## src/rtl/pipelined_adder.sv

```systemverilog
// WIDTH-bit adder with carry-in, split into STAGES registered carry segments.
// Valid/ready on both sides; the whole pipeline stalls while the output is held.
module pipelined_adder #(
    parameter int WIDTH  = 8,
    parameter int STAGES = 2
) (
    input  logic             clk,
    input  logic             rst,
    input  logic [WIDTH-1:0] A,
    input  logic [WIDTH-1:0] B,
    input  logic             cin,
    input  logic             in_valid,
    output logic             in_ready,
    output logic [WIDTH-1:0] sum,
    output logic             carry,
    output logic             out_valid,
    input  logic             out_ready
);
    localparam int SW = WIDTH / STAGES;

    if ((STAGES < 1) || (STAGES > WIDTH) || ((WIDTH % STAGES) != 0)) begin : g_param_check
        $error("pipelined_adder: WIDTH must be a multiple of STAGES with 1 <= STAGES <= WIDTH");
    end

    logic w_en;

    assign w_en     = out_ready | ~out_valid;
    assign in_ready = w_en;

    for (genvar k = 0; k < STAGES; k++) begin : g_stage
        localparam int SRC_W = WIDTH - k * SW;
        localparam int SUM_W = (k + 1) * SW;
        localparam int REM_W = WIDTH - SUM_W;

        logic             w_vld_in;
        logic             w_c_in;
        logic [SRC_W-1:0] w_a_src;
        logic [SRC_W-1:0] w_b_src;
        logic [SW:0]      w_add;
        logic [SUM_W-1:0] w_sum_next;

        logic             r_valid;
        logic             r_carry;
        logic [SUM_W-1:0] r_sum;

        if (k == 0) begin : g_first
            assign w_vld_in   = in_valid;
            assign w_c_in     = cin;
            assign w_a_src    = A;
            assign w_b_src    = B;
            assign w_sum_next = w_add[SW-1:0];
        end else begin : g_next
            // Upper operand chunks travel skewed; finished low sum chunks travel de-skewed.
            assign w_vld_in   = g_stage[k-1].r_valid;
            assign w_c_in     = g_stage[k-1].r_carry;
            assign w_a_src    = g_stage[k-1].g_rem.r_a;
            assign w_b_src    = g_stage[k-1].g_rem.r_b;
            assign w_sum_next = {w_add[SW-1:0], g_stage[k-1].r_sum};
        end

        assign w_add = {1'b0, w_a_src[SW-1:0]} + {1'b0, w_b_src[SW-1:0]} + {{SW{1'b0}}, w_c_in};

        always_ff @(posedge clk) begin
            if (rst) begin
                r_valid <= 1'b0;
                r_carry <= 1'b0;
                r_sum   <= '0;
            end else if (w_en) begin
                r_valid <= w_vld_in;
                if (w_vld_in) begin
                    r_carry <= w_add[SW];
                    r_sum   <= w_sum_next;
                end
            end
        end

        if (REM_W > 0) begin : g_rem
            logic [REM_W-1:0] r_a;
            logic [REM_W-1:0] r_b;

            always_ff @(posedge clk) begin
                if (rst) begin
                    r_a <= '0;
                    r_b <= '0;
                end else if (w_en && w_vld_in) begin
                    r_a <= w_a_src[SRC_W-1:SW];
                    r_b <= w_b_src[SRC_W-1:SW];
                end
            end
        end
    end

    assign sum       = g_stage[STAGES-1].r_sum;
    assign carry     = g_stage[STAGES-1].r_carry;
    assign out_valid = g_stage[STAGES-1].r_valid;

endmodule
```

## config.mk

```make
export PLATFORM = sky130hd
export DESIGN_NAME = pipelined_adder
export DESIGN_NICKNAME = d
export VERILOG_FILES = /design/src/rtl/pipelined_adder.sv
export SDC_FILE = /design/constraint.sdc
export NUM_CORES = 1
export LEC_CHECK = 0
export ABC_CLOCK_PERIOD_IN_PS = 2950
export CAP_MARGIN = 20
export CORE_ASPECT_RATIO = 0.75
export CORE_UTILIZATION = 40
export DETAILED_ROUTE_END_ITERATION = 10
export GPL_ROUTABILITY_DRIVEN = 0
export HOLD_SLACK_MARGIN = 0.03
export PLACE_DENSITY = 0.78
export SYNTH_ARGS = -nofsm -noshare
export SYNTH_HDL_FRONTEND = slang
export SYNTH_SLANG_ARGS = --single-unit
export TNS_END_PERCENT = 20
```

## constraint.sdc

```tcl
create_clock -name clk -period 2.95 [get_ports clk]
set_clock_uncertainty 0.2 [all_clocks]
set_input_delay 0.295 -clock clk [delete_from_list [all_inputs] [get_ports clk]]
set_output_delay 0.295 -clock clk [all_outputs]
set_load 0.02 [all_outputs]
```

After elaboration in Yosys (flattened, before gate mapping) --
Index checks and enable logic that the tools add are counted.
Word-level totals: bits in registers 24, bits of input ports 21, output and inout bits 11, logic and storage cells 17
Operators by class: add/sub/neg operators 4, bitwise logic cells 2, reductions and logical operators 3
Operators with widths (number):
- $add 4x4->5 | 2
- $add 5x1->5 | 2
- $reduce_and 2->1 | 2
- $logic_and 1x1->1 | 1
- $not 1->1 | 1
- $or 1x1->1 | 1

Logic depth before layout (Yosys ltp) --
word-level depth 3, gate-level depth with buffers 6, depth with buffers taken out 6

Least setup slack after synthesis --
Ideal clock, no wire load.
path kind register to register, start point register g_stage[0].r_carry, end point register g_stage[1].r_sum[5] (netlist: sum[5]), setup time 0.086 ns, data arrival time 1.373 ns, data required time 2.664 ns, setup slack 1.292 ns, stages on the path, launching flop included 5, period minus slack after synthesis 1.658 ns, cells stage by stage dfxtp_1 -> fa_1 -> inv_1 -> fa_1 -> a211oi_1
Between the ends: longest elaborated chain between the ends 1
Ends and longest elaborated chain:
- start, declared | line 43 | logic r_carry;
- start signal, assigned | line 71 | r_carry <= w_add[SW];
- $add 5x1->5 | line 61 | assign w_add = {1'b0, w_a_src[SW-1:0]} + {1'b0, w_b_src[SW-1:0]} + {{SW{1'b0}}, w_c_in};
- end signal, assigned | line 72 | r_sum <= w_sum_next;
- end, declared | line 44 | logic [SUM_W-1:0] r_sum;
No other way between the ends. A chain may end at the register's enable or synchronous reset.

Final worst setup path --
start point input out_ready, end point output in_ready
Between the ends: longest elaborated chain between the ends 1
Ends and longest elaborated chain:
- start, declared | line 17 | input logic out_ready
- $or 1x1->1 | line 27 | assign w_en = out_ready | ~out_valid;
- end, declared | line 13 | output logic in_ready,
No other way between the ends.

==> results by group <==
Floorplan
  – Die height: 49.68 um
  – Num rows: 16
  – I/O Pins: 32
  – Die Footprint: 3258 um^2
  – Core Footprint: 2743 um^2
  – Horiz. Die Dim: 65.57 um
  – Starting Density: 0.4421

GRT
  – GRT Residual Overflow: 0
  – GRT Resource Usage Total: 0.1987
  – Initial antenna violation count: 0
  – Via count of the first global-routing pass: 1097
  – Largest net degree at the start of global routing: 25
  – First-pass GRT wire length: 4871 um

Power
  – Sw Share: 0.2678
  – Sequential power share: 0.514
  – PD cells: 439.8 nW/um^2
  – Clk pwr share: 0.276
  – Logic pwr share: 0.211
  – Maximum VDD drop: 0.2194 mV
  – NetSw: 0.1867 mW
  – Leak Pwr: 0.5833 nW
  – Internal power: 0.5105 mW

Final layout
  – Layout cell share with drive strength beyond 1: 0.06548
  – Synthesis-to-layout area growth: 30.75%
  – Fillers: 228
  – Final core occ: 0.5780
  – Final instance area: 1585 um^2
  – Diodes inserted: 0
  – Nets: 201

Critical path
  – Worst path top cell family by delay: buffers and inverters
  – CP cell instances: clkdlybuf4s50_1 > nor2b_4 > inv_2 > clkdlybuf4s50_1
  – Crit Path Class: primary input to output pin
  – CP Launch Type: primary input
  – Slowest stage cell, crit path: clkdlybuf4s50_1
  – Slowest cell delay on critical path: 0.59 ns
  – Worst Path Required: 2.46 ns
  – Arrival time at the worst endpoint: 1.50 ns
  – RR Endpoint: sum[6]$_SDFFE_PP0P_
  – Worst path bufs/invs: 3
  – CP dominant cell by count: clkdlybuf4s50_1
  – Reg2Reg Setup Slack: 1.14 ns
  – Reg2reg path depth: 6
  – Critical-path maximum fanout: 2
  – Worst R2R Start: g_stage[0].r_carry$_SDFFE_PP0P_
  – Setup crit end kind: output pin

Clock tree
  – Worst-path clk slew: 0.08 ns
  – Cts hold-fix bufs: 0
  – CTS H-Tree Depth: 1
  – CTS Sinks: 24
  – Post-cts resize count: 0
  – Root buffer cell: clkbuf_8
  – Post-CTS setup buffers: 0
  – CTS Buffer Depth: 2
  – Num CTS Buffers: 3
  – Clock Latency Late Sink: 0.27 ns
  – CTS tree: built

Logic synthesis
  – Mapped Cells: 140
  – Top-area cell type share of the netlist area: 0.3963
  – Yosys warns: 0
  – Top cells by count, synth: a21oi_1 (24), dfxtp_1 (24), nand3_1 (18)
  – Asr flop ratio synth: 0
  – Post-synth EDFFs: 0
  – Avg Cell Area, Syn: 8.660 um^2
  – Mapped Nets: 171
  – Post-synth top flop: dfxtp_1
  – Synth top area cells: dfxtp_1 (40%), a21oi_1 (9.9%), nand3_1 (7.4%), fa_1 (6.6%), o21ai_1 (6.6%)
  – Register bit total from synthesis: 24
  – Netlist cell types: 25
  – Largest area contributor in the netlist: dfxtp_1
  – Synthesized area: 1212 um^2
  – Seq/Total Area, Yosys: 0.3963

Timing
  – Pins Over Slew Limit: 0
  – Final-report hold violation count: 0
  – Period utilization: 0.6764
  – WHS: 0.2774 ns
  – Setup TNS: 0 ns
  – Max-slew headroom: 0.6898
  – RSZ-0062 raised after global routing: false
  – Fmax: 501.2 MHz
  – Min Clock Period, post-route: 1.995 ns
  – Worst-margin pin slew: 0.4638 ns
  – Setup violators final: 0

Worst hold path
  – Hold path depth: 2
  – HP Start: g_stage[0].r_sum[0]$_SDFFE_PP0P_
  – Min-Delay Endpoint: sum[0]$_SDFFE_PP0P_
  – Worst hold path type: flip-flop to flip-flop

Detailed routing
  – Vias post-DR: 1143
  – Via/cell ratio: 5.603
  – Routed wire per std cell: 14.08 um
  – DRC Markers: 0
  – Iteration-0 DRC Markers: 39
  – Final wirelength: 2873 um
  – DRT antenna net count: 0
  – Iteration count of the initial detailed-routing pass: 4

Place
  – Post-DP HPWL: 2038 um
  – DP Area: 1544 um^2
  – I/O Buffers: 31

Job
  – Max Cap Violations: 0

Status
  – Run status: finished, final reports clean
[stage by stage]
| stage | worst slack (ns) | cells | total power [mW] |
|---|---|---|---|
| after floorplan | 1.292 | 140 | 0.4480 |
| after global placement | 0.8123 | 201 | 0.5057 |
| after detailed placement | 0.7722 | 201 | 0.5118 |
| after CTS | 0.9493 | 204 | 0.7050 |
| after global routing | 0.9164 | 204 | 0.7349 |
| final | 0.9546 | 204 | 0.6972 |
[tightest hold or removal path: cells and delay by family, from the launching register on]
family,cells,cell delay (ns)
AOI/OAI and AO/OA,1,0.06
DFF,1,0.31
and+or+nand+nor,1,0.06
[routing by layer]
| layer | up-vias | track usage | wire length, um |
|---|---|---|---|
| met5 | - | 0 | 0 |
| met4 | 0 | 0.07609 | 27 |
| met3 | 4 | 0.05093 | 146 |
| met2 | 44 | 0.3093 | 1393 |
| met1 | 546 | 0.2626 | 1305 |
| li1 | 549 | - | - |
[registers in the layout, indices dropped and copies added (netlist names)]
signal,flops
sum,8
g_stage.g_rem.r_a,4
g_stage.g_rem.r_b,4
g_stage.r_sum,4
carry,1
g_stage.r_carry,1
g_stage.r_valid,1
out_valid,1
[cell families after synthesis]
family | share of synthesized area
compound gates | 0.2312
fa+ha+maj | 0.1280
buf+inv | 0.07224
flops | 0.3963
simple gates | 0.1579
xor+xnor | 0.01445
[power groups by stage]
stage	Sequential [mW]	Clock [mW]	Combinational [mW]
floorplan	0.370	0	0.0784
global placement	0.365	0	0.141
detailed placement	0.366	0	0.146
CTS	0.358	0.200	0.147
global route	0.361	0.212	0.162
finish	0.358	0.192	0.147
[worst max path at each step]
stage / slack (ns) / cells after the start / endpoint / startpoint
floorplan: 1.29 / 4 / sum[5]$_SDFFE_PP0P_ / g_stage[0].r_carry$_SDFFE_PP0P_
global placement: 0.81 / 5 / g_stage[0].r_sum[1]$_SDFFE_PP0P_ / A[0]
detailed placement: 0.77 / 5 / g_stage[0].r_sum[1]$_SDFFE_PP0P_ / A[0]
CTS: 0.95 / 4 / in_ready / out_ready
global route: 0.92 / 4 / in_ready / out_ready
finish: 0.95 / 4 / in_ready / out_ready
[placed cells by master, fill, tap and decap left out, drive strengths merged]
cell	n
a2111o	2
nand4b	2
a21oi	24
nand2	4
nor2b	3
fa	4
nor2	2
or2	2
clkbuf	3
dfxtp	24
o21ai	18
nand3	18
xnor2	2
o221ai	2
inv	9
ha	6
clkdlybuf4s50	31
nor3	2
buf	4
nand2b	2
a211oi	4
[area by class of cell]
type                       count  area [um^2]  area share
timing repair buffer          35        340.3      0.2147
multi-input combinational     97        644.4      0.4065
tap                           36        45.04     0.02841
clock buffer                   3        41.29     0.02605
sequential                    24        480.5      0.3031
inverter                       9        33.78     0.02131
(Power assumes the default switching activity.)
